<file path="src/rtl/priority_arb_n_v_pkg.sv">
// Shared definitions for the N-input priority / round-robin arbiter.
package priority_arb_n_v_pkg;

    localparam int MODE_FIXED = 0;
    localparam int MODE_RR    = 1;

    typedef enum logic {
        ST_IDLE  = 1'b0,
        ST_GRANT = 1'b1
    } arb_state_e;

    // Index arithmetic that stays correct for non-power-of-2 N.
    function automatic int unsigned mod_add(int unsigned a, int unsigned b, int unsigned n);
        return (a + b) % n;
    endfunction

endpackage

</file>
<file path="src/rtl/priority_enc_n_v.sv">
// Combinational find-first over unmasked requests, searching upward from a start
// index and wrapping N-1 -> 0.
module priority_enc_n_v
    import priority_arb_n_v_pkg::*;
#(
    parameter int N      = 4,
    parameter int CODE_W = $clog2(N)
) (
    input  logic [N-1:0]      req_i,
    input  logic [N-1:0]      mask_i,
    input  logic [CODE_W-1:0] start_i,
    output logic [CODE_W-1:0] code_o,
    output logic              found_o
);

    logic [N-1:0]   eligible;
    logic [2*N-1:0] doubled;
    logic [N-1:0]   rotated;

    // Two copies side by side turn the wrap-around search into a plain shift.
    assign eligible = req_i & ~mask_i;
    assign doubled  = {eligible, eligible};
    assign rotated  = N'(doubled >> start_i);

    always_comb begin
        code_o  = '0;
        found_o = 1'b0;
        for (int unsigned i = 0; i < N; i++) begin
            if (!found_o && rotated[i]) begin
                found_o = 1'b1;
                code_o  = CODE_W'(mod_add(32'(start_i), i, N));
            end
        end
    end

endmodule

</file>
<file path="src/rtl/priority_arb_n_v.sv">
// Registered N-input arbiter: fixed priority or round-robin, grant held while
// requested, optional max-hold timeout with forced release.
module priority_arb_n_v
    import priority_arb_n_v_pkg::*;
#(
    parameter int N        = 4,
    parameter int MODE     = MODE_FIXED,
    parameter int MAX_HOLD = 0,
    parameter int CODE_W   = $clog2(N)
) (
    input  logic              i_clk,
    input  logic              i_rst,
    input  logic [N-1:0]      i_req,
    output logic [CODE_W-1:0] o_code,
    output logic [N-1:0]      o_grant,
    output logic              o_valid,
    output logic              o_timeout
);

    localparam int HOLD_W = (MAX_HOLD > 0) ? $clog2(MAX_HOLD + 1) : 1;

    arb_state_e        state_q;
    logic [CODE_W-1:0] code_q;
    logic [CODE_W-1:0] rr_ptr_q;
    logic [N-1:0]      grant_q;
    logic              valid_q;
    logic              timeout_q;
    logic [HOLD_W-1:0] hold_q;

    logic [CODE_W-1:0] start_d;
    logic [N-1:0]      mask_d;
    logic [CODE_W-1:0] win_code;
    logic              win_found;
    logic              released;
    logic              expired;

    assign released = (state_q == ST_GRANT) && !i_req[code_q];
    assign expired  = (MAX_HOLD > 0) && (state_q == ST_GRANT) && i_req[code_q]
                      && (int'(hold_q) == MAX_HOLD - 1);

    // In GRANT the search starts just past the current owner, i.e. at the
    // rr_ptr value that this grant change is about to register.
    always_comb begin
        start_d = '0;
        mask_d  = '0;
        if (state_q == ST_GRANT) begin
            if (MODE == MODE_RR) start_d = CODE_W'(mod_add(32'(code_q), 1, N));
            if (expired) mask_d[code_q] = 1'b1;
        end else if (MODE == MODE_RR) begin
            start_d = rr_ptr_q;
        end
    end

    priority_enc_n_v #(
        .N      (N),
        .CODE_W (CODE_W)
    ) u_enc (
        .req_i   (i_req),
        .mask_i  (mask_d),
        .start_i (start_d),
        .code_o  (win_code),
        .found_o (win_found)
    );

    always_ff @(posedge i_clk or posedge i_rst) begin
        if (i_rst) begin
            state_q   <= ST_IDLE;
            code_q    <= '0;
            rr_ptr_q  <= '0;
            grant_q   <= '0;
            valid_q   <= 1'b0;
            timeout_q <= 1'b0;
            hold_q    <= '0;
        end else begin
            timeout_q <= 1'b0;
            case (state_q)
                ST_IDLE: begin
                    if (win_found) begin
                        state_q <= ST_GRANT;
                        code_q  <= win_code;
                        grant_q <= N'(1) << win_code;
                        valid_q <= 1'b1;
                        hold_q  <= '0;
                    end
                end
                ST_GRANT: begin
                    if (released || expired) begin
                        if (MODE == MODE_RR) rr_ptr_q <= CODE_W'(mod_add(32'(code_q), 1, N));
                        hold_q <= '0;
                        if (win_found) begin
                            code_q    <= win_code;
                            grant_q   <= N'(1) << win_code;
                            timeout_q <= expired;
                        end else if (expired) begin
                            timeout_q <= 1'b1;
                        end else begin
                            state_q <= ST_IDLE;
                            code_q  <= '0;
                            grant_q <= '0;
                            valid_q <= 1'b0;
                        end
                    end else if (MAX_HOLD > 0) begin
                        hold_q <= hold_q + HOLD_W'(1);
                    end
                end
            endcase
        end
    end

    assign o_code    = code_q;
    assign o_grant   = grant_q;
    assign o_valid   = valid_q;
    assign o_timeout = timeout_q;

endmodule

</file>
<file path="config.mk">
export PLATFORM = sky130hd
export DESIGN_NAME = priority_arb_n_v
export DESIGN_NICKNAME = d
export VERILOG_FILES = /design/src/rtl/priority_arb_n_v_pkg.sv /design/src/rtl/priority_enc_n_v.sv /design/src/rtl/priority_arb_n_v.sv
export SDC_FILE = /design/constraint.sdc
export NUM_CORES = 1
export LEC_CHECK = 0
export CORE_MARGIN = 2
export CORE_UTILIZATION = 41
export DETAILED_ROUTE_END_ITERATION = 16
export DONT_BUFFER_PORTS = 1
export GPL_TIMING_DRIVEN = 0
export PLACE_DENSITY = 0.53
export SLEW_MARGIN = 0
export SYNTH_ARGS = -nofsm -noshare
export SYNTH_HDL_FRONTEND = slang
export SYNTH_HIERARCHICAL = 1
export SYNTH_SLANG_ARGS = --single-unit
</file>
<file path="constraint.sdc">
create_clock -name i_clk -period 3.5 [get_ports i_clk]
set_clock_uncertainty 0.05 [all_clocks]
set_input_delay 0.525 -clock i_clk [delete_from_list [all_inputs] [get_ports i_clk]]
set_output_delay 0.525 -clock i_clk [all_outputs]
set_load 0.02 [all_outputs]
</file>
==> results.txt, run 1 <==
R2R Path Start = o_code[0]
Final worst slack = 1.61 ns
DRT Wirelength = 983 um
Root Driver = clkbuf_4
Fin util = 51.9%
Post-synth EDFFs = 0
WL/cell = 10.6 um
Flop pwr share = 47.9%
Most common cell on crit path = mux2_2
First-pass GRT wire length = 1880 um
Sequential share of the synthesized area = 34.4%
Share of cells above drive strength 1 = 15.4%
Cells after synthesis = 59
RR Endpoint = o_grant[2]
Commonest cells in the netlist = dfrtp_1, inv_1, mux2_2, nor2b_1
Hpwl dp = 814 um
Crit path buffers/inverters = 0
FILL cells = 128
Die Ht = 41.7 um
Status = completed
Row count = 13
Clk buf depth = 2
Unrepaired setup endpoints after global routing = no
P&R area growth vs syn = 17.4%
Largest net degree at the start of global routing = 9
NetSw = 178 uW
CTS tree = done
GRT Resource Usage Total = 14.3%
Multi-input gate area = 412 um2
Synth warnings = 6
Buffers on Ports = 0
CTS Buf Count = 3
Core area = 1320 um2
Drt pass-1 iters = 2
Endpoint class of the critical path = flip-flop
Antenna violations before repair = 0
Cell Chain, Critical Path = mux2_2 > a221oi_4 > mux2_2
Post-synth top area cell = dfrtp_1
Seq cells post-synth = 8
Pre-CTS worst setup slack = 1.37 ns
DR vias/cell = 4.60
Worst IR Drop VDD = 0.000471 V
Tot Pwr = 433 uW
Hold Path Class = in -> async
Initial drt markers = 4
Hold-fix buffers, CTS = 0
Ant diodes = 0
Final min period = 1.89 ns
Post-route cell area = 683 um2
Post-CTS setup buffer count = 0
H-tree depth = 1
Slowest CP cell = dfrtp_1
Nets = 87
CTS clk-pin slew, worst paths = 0.05 ns
Final setup vio count = 0
Combinational share of power = 36.5%
Starting density of the core = 44.2%
Worst EP required = 3.58 ns
Max incr delay on CP = 0.55 ns
Critical path class = reg -> reg
Yosys cell types = 25
Leak = 0.000326 uW
PostCTS Resize Cnt = 0
Routability congestion estimate = 0.735
Worst setup SP type = flip-flop
Crit-path leading delay family = multiplexers
Most frequent cell after synthesis = dfrtp_1
Internal Power = 256 uW
Setup TNS Final = 0 ns
Top_reg_cell synth = dfrtp_1
Tcrit/Tclk final = 53.9%
Maxcap violations = 0
Highest clock rate = 530 MHz
CTS sink count = 8
Async SR Flop Fraction = 100%
Drt drc = 0
Max Slew Vio Count = 0
Synth top area share = 34.4%
Synth Cell Area = 582 um2
Total die area = 1740 um2
Net Sw Frac = 41.0%
Final hold violations = 0
Clock group share of total power = 15.6%
Reg2Reg Setup Slack = 1.61 ns
Number of I/O pins = 14
DP Area = 661 um2
PD cells = 634 nW/um2
Syn avg cell area = 9.86 um2
ANT nets after route = 0
Crit-path max FO = 5
Synth area leaders = dfrtp_1, mux2_2, nor2b_1, nor3b_1, a221oi_4
Number of global-route vias before repair = 439
Clock Latency Late Sink = 0.25 ns
Crit path arrival time = 1.97 ns
Worst reg2reg path depth = 3
Grt ovf = 0
Vias = 428
Reg area = 200 um2
Die width = 41.7 um
per-stage QoR:
stage | cells | hold WS (ns)
6_report | 93 | 0.0429
4_1_cts | 93 | 0.0503
3_3_place_gp | 90 | 0.323
2_1_floorplan | 75 | 0.291
5_1_grt | 93 | 0.0813
3_5_place_dp | 90 | 0.320
worst max path at each step:
stage                    from    endpoint  slack, ns  cells after the start
global route         i_req[3]  o_grant[2]       1.47                      7
CTS                 o_code[0]  o_grant[2]       1.60                      3
global placement     i_req[2]  o_grant[2]       1.36                      7
detailed placement   i_req[3]  o_grant[2]       1.37                      7
finish              o_code[0]  o_grant[2]       1.61                      3
floorplan            i_req[3]   o_code[0]       1.53                      7
power by group through the flow:
stage / Clock (uW) / Combinational, uW / Sequential, uW
2_1_floorplan: 0 / 141 / 199
3_3_place_gp: 0 / 158 / 210
3_5_place_dp: 0 / 159 / 210
4_1_cts: 70.2 / 159 / 208
5_1_grt: 76.0 / 173 / 213
6_report: 67.7 / 158 / 207
routing by layer:
layer | global-route usage (%) | wire (um) | share of wire (%) | up-vias
li1 | - | - | - | 230
met1 | 19.0 | 486 | 49 | 188
met2 | 20.6 | 423 | 43 | 10
met3 | 8.26 | 73 | 7.4 | 0
met4 | 1.94 | 0 | 0 | 0
met5 | 0 | 0 | 0 | -
flip-flops by register name, summed over array words and instances, names as in the netlist:
name     cells
o_code       2
o_valid      1
state_q      1
o_grant      4
kinds of logic (layout without fill, tap and decap cells):
logic type | Yosys count | in the layout | synth area share [%]
flops | 8 | 8 | 34.4
other cells | 1 | 17 | 0.645
buf+inv | 7 | 10 | 5.16
fa+ha+maj | 1 | 1 | 2.15
compound gates | 11 | 11 | 14.8
simple gates | 23 | 23 | 24.1
mux | 8 | 8 | 18.7
cell type report:
type / count / area share, %
buffer: 1 / 1.10
clock buffer: 3 / 3.30
inverter: 6 / 3.30
multi-input combinational: 60 / 60.3
sequential: 8 / 29.3
tap: 15 / 2.75
cells in the final DEF, fill, tap and decap left out, types with 2 or more instances in the layout:
cell type	count
nand2_1	3
a21oi_1	2
nor2b_1	6
nand2b_1	3
inv_1	6
clkbuf_4	3
mux2_2	6
o21ai_0	4
nand3_1	2
nor3b_1	4
conb_1	17
dfrtp_1	8
Note: power is estimated with default switching activity, not from simulation.
==> inputs of run 2 (changes only) <==
--- a/config.mk
+++ b/config.mk
@@ -5,6 +5,7 @@
 export SDC_FILE = /design/constraint.sdc
 export NUM_CORES = 1
 export LEC_CHECK = 0
+export ABC_AREA = 1
 export CORE_MARGIN = 2
 export CORE_UTILIZATION = 41
 export DETAILED_ROUTE_END_ITERATION = 16
==> constraint.sdc (replaced) <==
create_clock -name i_clk -period 1.8 [get_ports i_clk]
set_clock_uncertainty 0.05 [all_clocks]
set_input_delay 0.27 -clock i_clk [delete_from_list [all_inputs] [get_ports i_clk]]
set_output_delay 0.27 -clock i_clk [all_outputs]
set_load 0.02 [all_outputs]
==> results.txt, run 2 <==
ANT nets after route = 0 (unchanged)
Commonest cells in the netlist = nand2_1, inv_1, nand3_1
Synth Area in Compound Gates = 1.04% (-14 points)
Sequential share of the synthesized area = 23.7% (-11 points)
Hpwl dp = 1260 um (+54%)
Largest net degree at the start of global routing = 10 (+1)
Crit-path max FO = 9 (+4)
Largest family of logic cells by synthesized area = simple AND/OR/NAND/NOR gates
Syn avg cell area = 7.27 um2 (-26%)
Synth top area share = 23.7% (-11 points)
Worst setup SP type = flip-flop
Total die area = 2440 um2 (+40%)
Post-synth EDFFs = 0 (unchanged)
Final min period = 1.27 ns (-0.619 ns)
Final worst slack = 0.532 ns (-1.08 ns)
P&R area growth vs syn = 10.5%
CTS Buf Count = 3 (unchanged)
DR vias/cell = 4.37 (-5.0%)
Async SR Flop Fraction = 100% (unchanged)
Max Slew Vio Count = 0 (unchanged)
Drt drc = 0 (unchanged)
Endpoint class of the critical path = flip-flop
Mux share of post-synthesis cell area = 0% (-19 points)
Net Sw Frac = 48.9% (+7.9 points)
Internal Power = 455 uW (+78%)
Synth area leaders = dfrtp_1, nand2_1, nand3_2, nand3_4, nand3_1
Worst IR Drop VDD = 0.000696 V (+48%)
CTS tree = done
Post-CTS setup buffer count = 0 (unchanged)
Share of cells above drive strength 1 = 27.8% (+12 points)
Nets = 135 (+55%)
Top_reg_cell synth = dfrtp_1
GRT Resource Usage Total = 14.2% (-0.059 points)
Synth Area in Adders = 1.48% (-0.67 points)
First-pass GRT wire length = 2700 um (+44%)
Worst EP required = 1.89 ns (-1.69 ns)
Routability congestion estimate = 0.805 (+9.6%)
Commonest non-fill, non-tap cell in the layout = nand2_1
Buffers on Ports = 0 (unchanged)
Unrepaired setup endpoints after global routing = no
Flop pwr share = 43.5% (-4.4 points)
Most frequent cell after synthesis = nand2_1
Die Ht = 49.4 um (+18%)
Initial drt markers = 10 (+6)
Highest clock rate = 789 MHz (+49%)
Clock group share of total power = 15.2% (-0.4 points)
Seq cells post-synth = 8 (unchanged)
Synth Cell Area = 843 um2 (+45%)
Clock Latency Late Sink = 0.25 ns (about the same)
Yosys cell types = 22 (-12%)
Combinational share of power = 41.3% (+4.8 points)
Critical path class = reg -> reg
CTS clk-pin slew, worst paths = 0.06 ns (about the same)
Post-Synth XOR/XNOR Area = 1.04% (+1.0 points)
Post-synth top area cell = dfrtp_1
Grt ovf = 0 (unchanged)
Final hold violations = 0 (unchanged)
NetSw = 435 uW (+150%)
Drt pass-1 iters = 4 (+2)
PD cells = 955 nW/um2 (+51%)
Final setup vio count = 0 (unchanged)
DRT Wirelength = 1510 um (+53%)
Number of global-route vias before repair = 634 (+44%)
Leak = 0.000502 uW (+54%)
Root Driver = clkbuf_4
Crit path arrival time = 1.36 ns (-0.61 ns)
Starting density of the core = 43.4% (-0.73 points)
Number of I/O pins = 14 (unchanged)
Clk buf depth = 2 (unchanged)
Pre-CTS worst setup slack = 0.353 ns (-1.01 ns)
Hold Path Class = in -> reg
Vias = 669 (+56%)
Core area = 1940 um2 (+47%)
Hold Slack = 0.328 ns (+0.285 ns)
Synth warnings = 6 (unchanged)
Row count = 16 (+3)
Setup TNS Final = 0 ns (unchanged)
CTS sink count = 8 (unchanged)
Status = completed
Simple-gate share of the synthesized area = 59.5% (+35 points)
Maxcap violations = 0 (unchanged)
Most frequent cells in the layout = nand2_1, inv_1, nand3_1
Max reg flops = 4 (unchanged)
Tcrit/Tclk final = 70.4% (+17 points)
Die width = 49.4 um (+18%)
Ant diodes = 0 (unchanged)
WL/cell = 9.84 um (-6.9%)
H-tree depth = 1 (unchanged)
Cells after synthesis = 116 (+97%)
Antenna violations before repair = 0 (unchanged)
FILL cells = 225 (+76%)
-- run 2: stage by stage --
stage	std cells	power (uW)	instance area [um2]	util, %
after floorplan	122	695	866	-
after global placement	149	754	900	46.3
after CTS	153	901	932	48.0
after global routing	153	977	932	48.0
final	153	890	932	48.0
after detailed placement	149	761	900	46.3
-- run 2: cell type report --
cell class              count  area (um2)  area share [%]
clock buffers               3        22.5            2.42
inverters                  19        81.3            8.72
flip-flops and latches      8         200            21.5
repair buffers              1        10.0            1.07
plain buffers               3        26.3            2.82
well taps                  27        33.8            3.62
multi-input cells          92         558            59.9
-- run 2: cell families after synthesis --
kind of cell | after synthesis
xor gates and xnor gates | 1
DFF | 8
and+or+nand+nor | 82
buffers and inverters | 22
other | 1
adders and majority gates | 1
AOI/OAI and AO/OA | 1
-- run 2: worst max-delay path, cell delays in order (launching register included) --
cell and delay [ns]:
dfrtp_1 0.52, inv_1 0.10, nand2_1 0.08, nand3_2 0.08, nand3_4 0.14, nand2_4 0.09
nand2_1 0.06, nand2_1 0.05
-- run 2: per-layer routing --
layer / track usage (%) / routed length (um)
met1: 20.8 / 812
met2: 20.0 / 654
met3: 5.83 / 39
met4: 1.43 / 0
met5: 0 / 0
-- run 2: worst paths after layout --
kind                           start          to  cells after the start  slack (ns)
hold / removal              i_req[2]     state_q                      4        0.33
max in group asynchronous      i_rst  o_grant[0]                      2        1.10
setup / recovery           o_code[0]   o_code[1]                      7        0.53
setup reg to reg           o_code[0]   o_code[1]                      7        0.53
hold reg to reg              o_valid     o_valid                      2        0.56
min in group asynchronous      i_rst  o_grant[1]                      2        0.36
-- run 2: power groups by stage --
stage / Clock (uW) / Sequential [uW] / Combinational (uW)
2_1_floorplan: 0 / 376 / 319
3_3_place_gp: 0 / 394 / 361
3_5_place_dp: 0 / 393 / 368
4_1_cts: 141 / 390 / 370
5_1_grt: 151 / 395 / 431
6_report: 136 / 387 / 368
-- run 2: timing repair --
| item | CTS | global route |
|---|---|---|
| gates resized for setup | 0 | 0 |
| hold buffers | 1 | 0 |
| endpoints found under the hold margin | 8 | 0 |
==> inputs of run 3 (changes only) <==
--- a/config.mk
+++ b/config.mk
@@ -11,7 +11,7 @@
 export DETAILED_ROUTE_END_ITERATION = 16
 export DONT_BUFFER_PORTS = 1
 export GPL_TIMING_DRIVEN = 0
-export PLACE_DENSITY = 0.53
+export PLACE_DENSITY = 0.55
 export SLEW_MARGIN = 0
 export SYNTH_ARGS = -nofsm -noshare
 export SYNTH_HDL_FRONTEND = slang
==> constraint.sdc (replaced) <==
create_clock -name i_clk -period 1.05 [get_ports i_clk]
set_clock_uncertainty 0.05 [all_clocks]
set_input_delay 0.1575 -clock i_clk [delete_from_list [all_inputs] [get_ports i_clk]]
set_output_delay 0.1575 -clock i_clk [all_outputs]
set_load 0.02 [all_outputs]
==> results.txt, run 3 (synthesis gave the netlist of run 2 again) <==
DRT Wirelength = 1600 um (+6.1%)
Final worst slack = -0.147 ns (-0.679 ns)
Maxcap violations = 0 (unchanged)
Drt pass-1 iters = 4 (unchanged)
CTS clk-pin slew, worst paths = 0.06 ns (about the same)
Vias = 715 (+6.9%)
Clock group share of total power = 14.8% (-0.4 points)
Fin util = 51.4% (+3.4 points)
Net Sw Frac = 49.5% (+0.58 points)
Ant diodes = 0 (unchanged)
Setup TNS Final = -0.948 ns (-0.948 ns)
Hold Path Class = in -> reg
P&R area growth vs syn = 18.2%
Combinational share of power = 44.7% (+3.4 points)
Commonest non-fill, non-tap cell in the layout = nand2_1
Routability congestion estimate = 0.836 (+3.9%)
Drt drc = 0 (unchanged)
Leak = 0.000507 uW (+0.90%)
Critical path class = reg -> reg
Core area = 1940 um2 (unchanged)
Number of global-route vias before repair = 731 (+15%)
Highest clock rate = 835 MHz (+5.9%)
Unrepaired setup endpoints after global routing = yes
Crit path arrival time = 1.29 ns (-0.07 ns)
Internal Power = 864 uW (+90%)
CTS tree = done
WL/cell = 10.3 um (+4.7%)
DR vias/cell = 4.61 (+5.5%)
Worst EP required = 1.14 ns (-0.75 ns)
NetSw = 846 uW (+94%)
Max Slew Vio Count = 0 (unchanged)
Share of cells above drive strength 1 = 35.9% (+8.2 points)
Tcrit/Tclk final = 114% (+44 points)
PD cells = 1710 nW/um2 (+79%)
Final setup vio count = 8 (+8)
ANT nets after route = 0 (unchanged)
Nets = 136 (+0.74%)
Initial drt markers = 4 (-6)
Failing checks = negative setup slack
Final min period = 1.20 ns (-0.0706 ns)
Row count = 16 (unchanged)
Hpwl dp = 1250 um (-0.21%)
Crit-path max FO = 6 (-3)
Worst IR Drop VDD = 0.00132 V (+90%)
Starting density of the core = 43.4% (unchanged)
Status = finished, violations left
Buffers on Ports = 0 (unchanged)
Final hold violations = 0 (unchanged)
H-tree depth = 1 (unchanged)
Endpoint class of the critical path = flip-flop
Root Driver = clkbuf_4
Number of I/O pins = 14 (unchanged)
Max reg flops = 4 (unchanged)
Clk buf depth = 2 (unchanged)
First-pass GRT wire length = 3080 um (+14%)
Clock Latency Late Sink = 0.25 ns (about the same)
FILL cells = 210 (-6.7%)
Flop pwr share = 40.6% (-2.9 points)
Grt ovf = 0 (unchanged)
GRT Resource Usage Total = 16.1% (+1.9 points)
CTS sink count = 8 (unchanged)
Hold Slack = 0.214 ns (-0.114 ns)
Total die area = 2440 um2 (unchanged)
Largest net degree at the start of global routing = 9 (-1)
Worst setup SP type = flip-flop
Post-CTS setup buffer count = 0 (unchanged)
Die width = 49.4 um (unchanged)
Die Ht = 49.4 um (unchanged)
Most frequent cells in the layout = nand2_1, inv_1, nand3_1
Antenna violations before repair = 0 (unchanged)
CTS Buf Count = 3 (unchanged)
==> run 3: repair_timing <==
action,4_1_cts,5_1_grt
pin swaps,3,2
resized for setup,5,3
cloned,1,0
endpoints found under the setup margin,8,8
hold buffers,1,0
hold endpoints to repair,8,0
==> run 3: worst max-delay path, cell delays in order (launching register included) <==
cell and delay, ns:
dfrtp_2 0.48, nand2_1 0.14, nand3_4 0.10, nand3_4 0.12
nand2_4 0.08, nand2_1 0.06, nand2_1 0.05
==> run 3: power groups by stage <==
| stage | Combinational (uW) | Clock (uW) | Sequential [uW] |
|---|---|---|---|
| after floorplan | 575 | 0 | 650 |
| after global placement | 647 | 0 | 680 |
| after detailed placement | 653 | 0 | 681 |
| after CTS | 711 | 264 | 694 |
| after global routing | 884 | 283 | 714 |
| final | 763 | 252 | 694 |
==> run 3: final timing paths <==
kind | to | cells past startpoint | start | slack [ns]
max | o_grant[3] | 6 | o_code[0] | -0.15
min | state_q | 4 | i_req[0] | 0.21
max reg2reg | o_grant[3] | 6 | o_code[0] | -0.15
min reg2reg | o_valid | 2 | o_valid | 0.56
max in group asynchronous | state_q | 2 | i_rst | 0.46
min in group asynchronous | o_grant[2] | 2 | i_rst | 0.24
==> run 3: area by class of cell <==
cell class / instances / area (um2) / share of cell area [%]
multi-input combinational: 93 / 613 / 61.5
tap: 27 / 33.8 / 3.39
timing repair buffer: 1 / 10.0 / 1.00
clock buffer: 4 / 26.3 / 2.63
inverter: 19 / 83.8 / 8.41
buffer: 3 / 26.3 / 2.63
sequential: 8 / 204 / 20.5
==> run 3: per-stage QoR <==
step / total power [uW] / cells / setup WS (ns) / area [um2]
finish: 1710 / 155 / -0.147 / 997
global route: 1880 / 155 / -0.245 / 997
detailed placement: 1330 / 149 / -0.188 / 926
CTS: 1670 / 155 / -0.137 / 985
global placement: 1330 / 149 / -0.177 / 926
floorplan: 1230 / 122 / -0.0870 / 892
==> run 3: per-layer routing <==
| layer | vias up | wire (um) | GRT usage, % |
|---|---|---|---|
| met5 | - | 0 | 0 |
| met4 | 0 | 0 | 2.86 |
| met3 | 0 | 56 | 4.60 |
| met2 | 14 | 722 | 24.3 |
| met1 | 319 | 819 | 23.0 |
| li1 | 382 | - | - |
